`src/rtl/dds_pkg.sv`:
```
// Shared definitions for the DDS configuration initiator: register map indices,
// FSM state encoding, latched register set and index helpers.
package dds_pkg;

    localparam logic [2:0] IDX_CTRL   = 3'd0;
    localparam logic [2:0] IDX_THETAS = 3'd1;
    localparam logic [2:0] IDX_DELTAS = 3'd2;
    localparam logic [2:0] IDX_AMPLS  = 3'd3;
    localparam logic [2:0] IDX_CLKDIV = 3'd4;
    localparam logic [2:0] IDX_STAT   = 3'd5;
    localparam logic [2:0] IDX_LNGTH  = 3'd6;

    typedef enum logic [2:0] {
        IDLE,
        WR_HALT,
        WR_REGS,
        WR_CTRL,
        RD_VERIFY,
        STAT_RD,
        STAT_RSP,
        DONE
    } state_t;

    typedef struct packed {
        logic [31:0] ctrl;
        logic [31:0] thetas;
        logic [31:0] deltas;
        logic [31:0] ampls;
        logic [31:0] clkdiv;
        logic [31:0] lngth;
    } cfg_regs_t;

    function automatic logic [31:0] reg_value(input cfg_regs_t r, input logic [2:0] idx);
        logic [31:0] v;
        case (idx)
            IDX_CTRL:   v = r.ctrl;
            IDX_THETAS: v = r.thetas;
            IDX_DELTAS: v = r.deltas;
            IDX_AMPLS:  v = r.ampls;
            IDX_CLKDIV: v = r.clkdiv;
            IDX_LNGTH:  v = r.lngth;
            default:    v = '0;
        endcase
        return v;
    endfunction

    // STAT is read-only, so the programming order hops from CLKDIV straight to LNGTH.
    function automatic logic [2:0] next_index(input logic [2:0] idx);
        return (idx == IDX_CLKDIV) ? IDX_LNGTH : idx + 3'd1;
    endfunction

endpackage

```
`src/rtl/dds_cfg_initiator.sv`:
```
// DDS register-map configuration initiator: halt, program, re-enable, optional
// readback verify (macro DDS_CFG_VERIFY_EN), plus single STAT readouts.
module dds_cfg_initiator
    import dds_pkg::*;
#(
    parameter int SIG_WIDTH = 16
) (
    input  logic                 clk,
    input  logic                 rst,
    input  logic                 i_cfg_valid,
    output logic                 o_cfg_ready,
    input  logic [31:0]          i_cfg_ctrl,
    input  logic [31:0]          i_cfg_thetas,
    input  logic [31:0]          i_cfg_deltas,
    input  logic [31:0]          i_cfg_ampls,
    input  logic [31:0]          i_cfg_clkdiv,
    input  logic [31:0]          i_cfg_lngth,
    input  logic                 i_stat_req,
    output logic                 o_stat_valid,
    output logic [SIG_WIDTH-1:0] o_stat_data,
    output logic                 o_bus_write,
    output logic                 o_bus_read,
    output logic [31:0]          o_bus_addrs,
    output logic [31:0]          o_bus_writedata,
    input  logic [31:0]          i_bus_readdata,
    output logic                 o_done,
    output logic                 o_err
);

    state_t      state, state_d;
    logic [2:0]  idx, idx_d;
    cfg_regs_t   cfg_q, cfg_d;
    logic        accept;
    logic        bus_write_d, bus_read_d;
    logic [31:0] addrs_d, wdata_d;
    logic        unused_rd;

    assign o_cfg_ready = (state == IDLE);
    assign accept      = i_cfg_valid && o_cfg_ready;
    assign unused_rd   = &{1'b0, i_bus_readdata};

    // Bus strobes are derived from the next state so they line up with it once registered.
    always_comb begin
        state_d     = state;
        idx_d       = idx;
        cfg_d       = cfg_q;
        bus_write_d = 1'b0;
        bus_read_d  = 1'b0;
        addrs_d     = '0;
        wdata_d     = '0;

        if (accept) begin
            cfg_d = '{ctrl:   i_cfg_ctrl,   thetas: i_cfg_thetas,
                      deltas: i_cfg_deltas, ampls:  i_cfg_ampls,
                      clkdiv: i_cfg_clkdiv, lngth:  i_cfg_lngth};
        end

        case (state)
            IDLE: begin
                if (accept)          state_d = WR_HALT;
                else if (i_stat_req) state_d = STAT_RD;
            end
            WR_HALT: begin
                state_d = WR_REGS;
                idx_d   = IDX_THETAS;
            end
            WR_REGS: begin
                if (idx == IDX_LNGTH) state_d = WR_CTRL;
                else                  idx_d   = next_index(idx);
            end
            WR_CTRL: begin
`ifdef DDS_CFG_VERIFY_EN
                state_d = RD_VERIFY;
                idx_d   = IDX_THETAS;
`else
                state_d = DONE;
`endif
            end
`ifdef DDS_CFG_VERIFY_EN
            RD_VERIFY: begin
                // Verify order ends with CTRL, so LNGTH is followed by index 0.
                if (idx == IDX_CTRL)       state_d = DONE;
                else if (idx == IDX_LNGTH) idx_d   = IDX_CTRL;
                else                       idx_d   = next_index(idx);
            end
`endif
            STAT_RD:  state_d = STAT_RSP;
            STAT_RSP: state_d = IDLE;
            DONE:     state_d = IDLE;
            default:  state_d = IDLE;
        endcase

        case (state_d)
            WR_HALT: begin
                bus_write_d = 1'b1;
                addrs_d     = 32'(IDX_CTRL);
                wdata_d     = cfg_d.ctrl & ~32'd1;
            end
            WR_REGS: begin
                bus_write_d = 1'b1;
                addrs_d     = 32'(idx_d);
                wdata_d     = reg_value(cfg_d, idx_d);
            end
            WR_CTRL: begin
                bus_write_d = 1'b1;
                addrs_d     = 32'(IDX_CTRL);
                wdata_d     = cfg_d.ctrl;
            end
`ifdef DDS_CFG_VERIFY_EN
            RD_VERIFY: begin
                bus_read_d = 1'b1;
                addrs_d    = 32'(idx_d);
            end
`endif
            STAT_RD: begin
                bus_read_d = 1'b1;
                addrs_d    = 32'(IDX_STAT);
            end
            default: ;
        endcase
    end

    always_ff @(posedge clk) begin
        if (rst) begin
            state           <= IDLE;
            idx             <= IDX_CTRL;
            cfg_q           <= '0;
            o_bus_write     <= 1'b0;
            o_bus_read      <= 1'b0;
            o_bus_addrs     <= '0;
            o_bus_writedata <= '0;
            o_done          <= 1'b0;
            o_stat_valid    <= 1'b0;
            o_stat_data     <= '0;
        end else begin
            state           <= state_d;
            idx             <= idx_d;
            cfg_q           <= cfg_d;
            o_bus_write     <= bus_write_d;
            o_bus_read      <= bus_read_d;
            o_bus_addrs     <= addrs_d;
            o_bus_writedata <= wdata_d;
            o_done          <= (state_d == DONE);
            o_stat_valid    <= (state_d == STAT_RSP);
            if (state == STAT_RD) o_stat_data <= i_bus_readdata[SIG_WIDTH-1:0];
        end
    end

`ifdef DDS_CFG_VERIFY_EN
    always_ff @(posedge clk) begin
        if (rst || accept) begin
            o_err <= 1'b0;
        end else if (state == RD_VERIFY && i_bus_readdata != reg_value(cfg_q, idx)) begin
            o_err <= 1'b1;
        end
    end
`else
    assign o_err = 1'b0;
`endif

endmodule

```
`config.mk`:
```
export PLATFORM = sky130hd
export DESIGN_NAME = dds_cfg_initiator
export DESIGN_NICKNAME = d
export VERILOG_FILES = /design/src/rtl/dds_pkg.sv /design/src/rtl/dds_cfg_initiator.sv
export SDC_FILE = /design/constraint.sdc
export NUM_CORES = 1
export LEC_CHECK = 0
export CAP_MARGIN = 20
export CORE_MARGIN = 5
export CORE_UTILIZATION = 30
export CTS_CLUSTER_DIAMETER = 100
export DETAILED_ROUTE_END_ITERATION = 10
export PLACE_DENSITY = 0.66
export SLEW_MARGIN = 20
export SYNTH_ARGS = -nofsm -noshare
export SYNTH_HDL_FRONTEND = slang
export SYNTH_SLANG_ARGS = --single-unit
export TNS_END_PERCENT = 100
```
`constraint.sdc`:
```
create_clock -name clk -period 5.25 [get_ports clk]
set_input_delay 1.05 -clock clk [delete_from_list [all_inputs] [get_ports clk]]
set_output_delay 1.05 -clock clk [all_outputs]
set_load 0.1 [all_outputs]
```
==> out/results.ini, run 1 <==
[critical_path]
worstRegToRegCells=8
required_ns=4.20
critical_path.max_fanout=17
worstPathArrival_ns=2.75
endpoint_kind=output pin
start_kind=register
r2r_start=state[1]
r2r-end=o_bus_writedata[31]
critical_path_class=register to output pin
r2r_setup_slack_ns=1.84

[grt]
grt-ovfl-total=0
grt_start_max_net_pins=83
grt.total_usage=0.168
antenna_found_initial=9
grt_pass1_wl_mm=51.8
grt_pass1_vias=9022

[clock_network]
cts_buffers=29
cts.repair.resized=0
cts.sinks=253
htreeDepth=1
cts_tree=yes
clk_path_buf_depth=3
clock_latency_ns=0.57
hold_buffers=0
clk_transition_reported_paths_ns=0.06
cts_setup_buffers=0
cts_root_buf=clkbuf_16

[route]
drt-vias-per-instance=4.81
ant_nets=0
drcViolationCount=0
routed_wl_mm=34.7
initialDrtViolationCount=348
vias=8842
wl_per_cell_um=18.9
drt_pass1_iterations=4

[final_layout]
synthToLayoutAreaGrowth_pct=37.2
n_fill_cell=3466
nNetsFinal=1584
drive_gt1_frac=0.0684

[flow_run]
cap_violations=0

[logic_synthesis]
yosys_warnings=0
syn_area_sq_um=10600
synth_top_area_frac=0.477
synth_area_per_cell_sq_um=9.50
synth.yosys.seq_area_share=0.477
ys.flop_type=dfxtp_1
ys_ff_latch=253
synth_edf_count=0
synth_async_sr_flop_share=0
yosysTopAreaCell=dfxtp_1
synth_area_leaders=dfxtp_1, mux2i_1, nor2_1
synthCells=1118
synth.distinct_cells=57

[placement]
place.gp.congestion=0.825
port_buffers=267
hpwl_mm=24.7

[sta]
setup_viol=0
tightest_slew_ns=1.06
final_hold_viol_count=0
min_period_over_period=0.723
tns_ns=0
skew_ns=0.0207
max-slew-margin-rel=0.294
report.final.slew_viol_count=0
period_needed_ns=3.80
fmax_mhz=263
rsz0062_at_grt=no

[pwr]
total_power_mw=6.04
leakage_nw=5.57
powerDensity_nw_per_um2=414
vdd_drop_max_uv=254

[min_path]
hp-start=o_stat_data[14]
hold_class=register to register
hold_depth=2
holdPathEnd=o_stat_data[14]

[status]
status=finished, final reports clean

[floorplan]
initial_core_util=0.302
core_area_sq_um=35200
die-area_sq_um=39300
rows=69
die_h_um=198
ios=314
die_w_um=198

## report_power, final
group	internal, mW	switching, mW	total (mW)
Clock	1.35	0.827	2.17
Combinational	0.602	1.08	1.68
Sequential	2.11	0.0697	2.18
## Yosys cell counts, drive strengths merged, types with 4 or more instances
cell type	instances
mux2i	204
a31oi	7
nand3	11
mux2	10
dfxtp	253
nand2	119
a311oi	4
o32ai	5
o221ai	20
a32oi	16
a2111oi	5
clkbuf	36
o22a	7
buf	74
inv	6
nand4	4
a211oi	10
nor2	215
a21oi	28
o22ai	21
nor3	13
o21ai	19
## stage by stage
step	setup slack [ns]	utilization	instances	area [sq um]	hold WS, ns
2_1_floorplan	1.03	-	1147	10700	0.450
3_3_place_gp	1.33	0.383	1782	13500	0.444
6_report	1.45	0.414	1838	14600	0.454
5_1_grt	1.31	0.414	1837	14600	0.479
3_5_place_dp	1.28	0.384	1783	13500	0.447
4_1_cts	1.45	0.414	1835	14600	0.455
## flip-flops by register name (all words and copies together) (netlist names)
name / count
o_bus_writedata: 32
o_stat_valid: 1
o_done: 1
o_stat_data: 16
cfg_q: 192
o_bus_read: 1
state: 3
idx: 3
o_bus_write: 1
o_bus_addrs: 3
## cells by family (layout without fill, tap and decap cells)
| family | count (synthesis) | in the layout | share of synthesized area |
|---|---|---|---|
| other cells | 1 | 33 | 0.000353 |
| xor+xnor | 1 | 1 | 0.000825 |
| flops | 253 | 253 | 0.477 |
| mux | 214 | 214 | 0.203 |
| compound gates | 154 | 154 | 0.110 |
| buf+inv | 116 | 343 | 0.0635 |
| simple gates | 376 | 376 | 0.142 |
| fa+ha+maj | 3 | 3 | 0.00353 |
## layer usage
layer  up-vias  GRT usage  wire, um
met3        70     0.0442      2430
met2       284      0.282     16400
met4        12     0.0546      1060
li1       4308          -         -
met5         -          0        44
met1      4168      0.212     14800
## worst max-delay path by stage
stage,from,to,slack [ns],cells past startpoint
6_report,state[1],o_cfg_ready,1.45,2
3_5_place_dp,i_cfg_valid,o_bus_writedata[27],1.28,7
3_3_place_gp,i_cfg_valid,o_bus_writedata[27],1.33,7
2_1_floorplan,state[2],o_bus_writedata[13],1.03,10
5_1_grt,state[1],o_cfg_ready,1.31,2
4_1_cts,state[1],o_cfg_ready,1.45,2
## critical path, cell delays in order, from the launching register on
cell and delay, ns:
dfxtp_1 0.48, nor3_1 0.49, clkdlybuf4s50_1 1.23
## layout make-up
| class | count | area [sq um] | area share |
|---|---|---|---|
| Antenna cell | 3 | 7.51 | 0.000515 |
| Clock buffer | 40 | 827 | 0.0568 |
| Timing Repair Buffer | 285 | 2870 | 0.197 |
| Clock inverter | 12 | 204 | 0.0140 |
| Tap cell | 461 | 577 | 0.0396 |
| Sequential cell | 253 | 5060 | 0.348 |
| Inverter | 6 | 22.5 | 0.00155 |
| Multi-Input combinational cell | 778 | 5000 | 0.343 |
## cells in the final DEF, fill, tap and decap left out, drive strengths merged, types with 2 or more instances in the layout
cell type / n
clkdlybuf4s50: 266
dfxtp: 253
nor2: 215
mux2i: 204
nand2: 119
clkbuf: 40
conb: 30
a21oi: 28
o22ai: 21
o221ai: 20
buf: 19
o21ai: 19
a32oi: 16
nor3: 13
nand3: 11
mux2: 10
a211oi: 10
inv: 8
o22a: 7
a31oi: 7
a2111oi: 5
clkinv: 5
bufinv: 5
o32ai: 5
nand4: 4
a311oi: 4
diode: 3
nor2b: 3
ha: 3
and2: 3
a21boi: 2
o21a: 2
nand2b: 2
Note: power is estimated with default switching activity, not from simulation.
==> run 2, diff against run 1 <==
==> constraint.sdc (replaced) <==
create_clock -name clk -period 3.7 [get_ports clk]
set_input_delay 0.74 -clock clk [delete_from_list [all_inputs] [get_ports clk]]
set_output_delay 0.74 -clock clk [all_outputs]
set_load 0.1 [all_outputs]
==> out/results.ini, run 2 (synthesis gave the netlist of run 1 again) <==
[placement]
port_buffers=267
place.gp.congestion=0.793
hpwl_mm=25.3

[sta]
timing.hold.ws_ns=0.455
tightest_slew_ns=1.07
report.final.slew_viol_count=0
setup_viol=0
max-slew-margin-rel=0.281
period_needed_ns=3.16
fmax_mhz=317
min_period_over_period=0.854
skew_ns=0.0180
tns_ns=0
rsz0062_at_grt=no
final_hold_viol_count=0

[grt]
met1_usage=0.216
busiest_layer=met2
grt_pass1_wl_mm=52.0
grt.total_usage=0.170
grt_use_met2=0.286
antenna_found_initial=1
grt-ovfl-total=0
use_met3=0.0514
grt_start_max_net_pins=217
grt_pass1_vias=8857

[floorplan]
initial_core_util=0.302
die_h_um=198
core_area_sq_um=35200
die_w_um=198
die-area_sq_um=39300
rows=69
ios=314

[clock_network]
htreeDepth=1
cts_root_buf=clkbuf_16
cts_setup_buffers=0
cts_tree=yes
cts.repair.resized=0
cts.sinks=253
clk_transition_reported_paths_ns=0.06
hold_buffers=0
cts_buffers=28
clock_latency_ns=0.56
clk_path_buf_depth=3

[route]
routed_wl_mm=34.9
vias=8871
drt_pass1_iterations=5
ant_nets=0
wl_per_cell_um=18.9
drcViolationCount=0
initialDrtViolationCount=524
drt-vias-per-instance=4.79

[critical_path]
critical_path_class=register to register
critical_path.max_fanout=23
path_cells=or3b_1 > a211oi_2 > a21o_2 > buf_4 > nand2_1 > a32oi_1 > o221ai_1
start_kind=register
slowest_stage=dfxtp_1
required_ns=4.11
worstPathArrival_ns=3.57
crit_path_max_incr_delay_ns=0.68
path_buf_inv=1
critPathTopFamily=compound AO/OA/AOI/OAI gates
endpoint_kind=register

[final_layout]
nNetsFinal=1598
finish.utilization=0.414
largestRegisters=cfg_q: 192 flops, o_bus_writedata: 32 flops, o_stat_data: 16 flops
top_register=cfg_q
largest_reg_flops=192
layout.cells.most_common_list=clkdlybuf4s50_1, dfxtp_1, nor2_1, mux2i_1, nand2_1
n_fill_cell=3453
synthToLayoutAreaGrowth_pct=37.4
final_common_cell=clkdlybuf4s50_1
drive_gt1_frac=0.0799

[pwr]
vdd_drop_max_uv=386
total_power_mw=8.31
powerDensity_nw_per_um2=569
leakage_nw=5.58

[status]
status=finished, final reports clean

[flow_run]
cap_violations=0

[min_path]
hold_class=register to register

[run 2: per-layer routing]
metal,up-vias,share of wire
li1,4328,-
met2,276,0.47
met4,0,0.023
met5,-,0
met3,46,0.079
met1,4221,0.43
[run 2: path summary, 6_finish.rpt]
kind / startpoint / end / slack [ns] / cells after the start
worst max-delay path: state[1] / o_bus_writedata[18] / 0.54 / 7
worst min register to register: o_stat_data[2] / o_stat_data[2] / 0.45 / 2
worst max register to register: state[1] / o_bus_writedata[18] / 0.54 / 7
worst min-delay path: o_stat_data[2] / o_stat_data[2] / 0.45 / 2
[run 2: cell type report]
class,instances,area (sq um),area share
Clock inverter,13,111,0.00763
Tap cell,461,577,0.0395
Multi-Input combinational cell,778,5010,0.343
Sequential cell,253,5060,0.347
Timing Repair Buffer,300,3000,0.206
Clock buffer,39,803,0.0550
Inverter,6,22.5,0.00154
Antenna cell,1,2.50,0.000171
[run 2: report_power, final]
group | internal (mW) | total, mW | switching, mW
clock | 1.59 | 2.76 | 1.17
sequential | 3.00 | 3.10 | 0.102
combinational | 0.899 | 2.45 | 1.55
[run 2: metrics by stage]
| stage | setup WS [ns] | cells | area, sq um |
|---|---|---|---|
| after floorplan | 0.437 | 1147 | 10700 |
| after global placement | 0.539 | 1798 | 13700 |
| after detailed placement | 0.516 | 1798 | 13700 |
| after CTS | 0.586 | 1850 | 14600 |
| after global routing | 0.474 | 1850 | 14600 |
| final | 0.542 | 1851 | 14600 |
[run 2: tightest hold or removal path: stages, from the launching register on]
cell and delay, ns:
dfxtp_1 0.30, nand2_1 0.05, a21oi_1 0.05
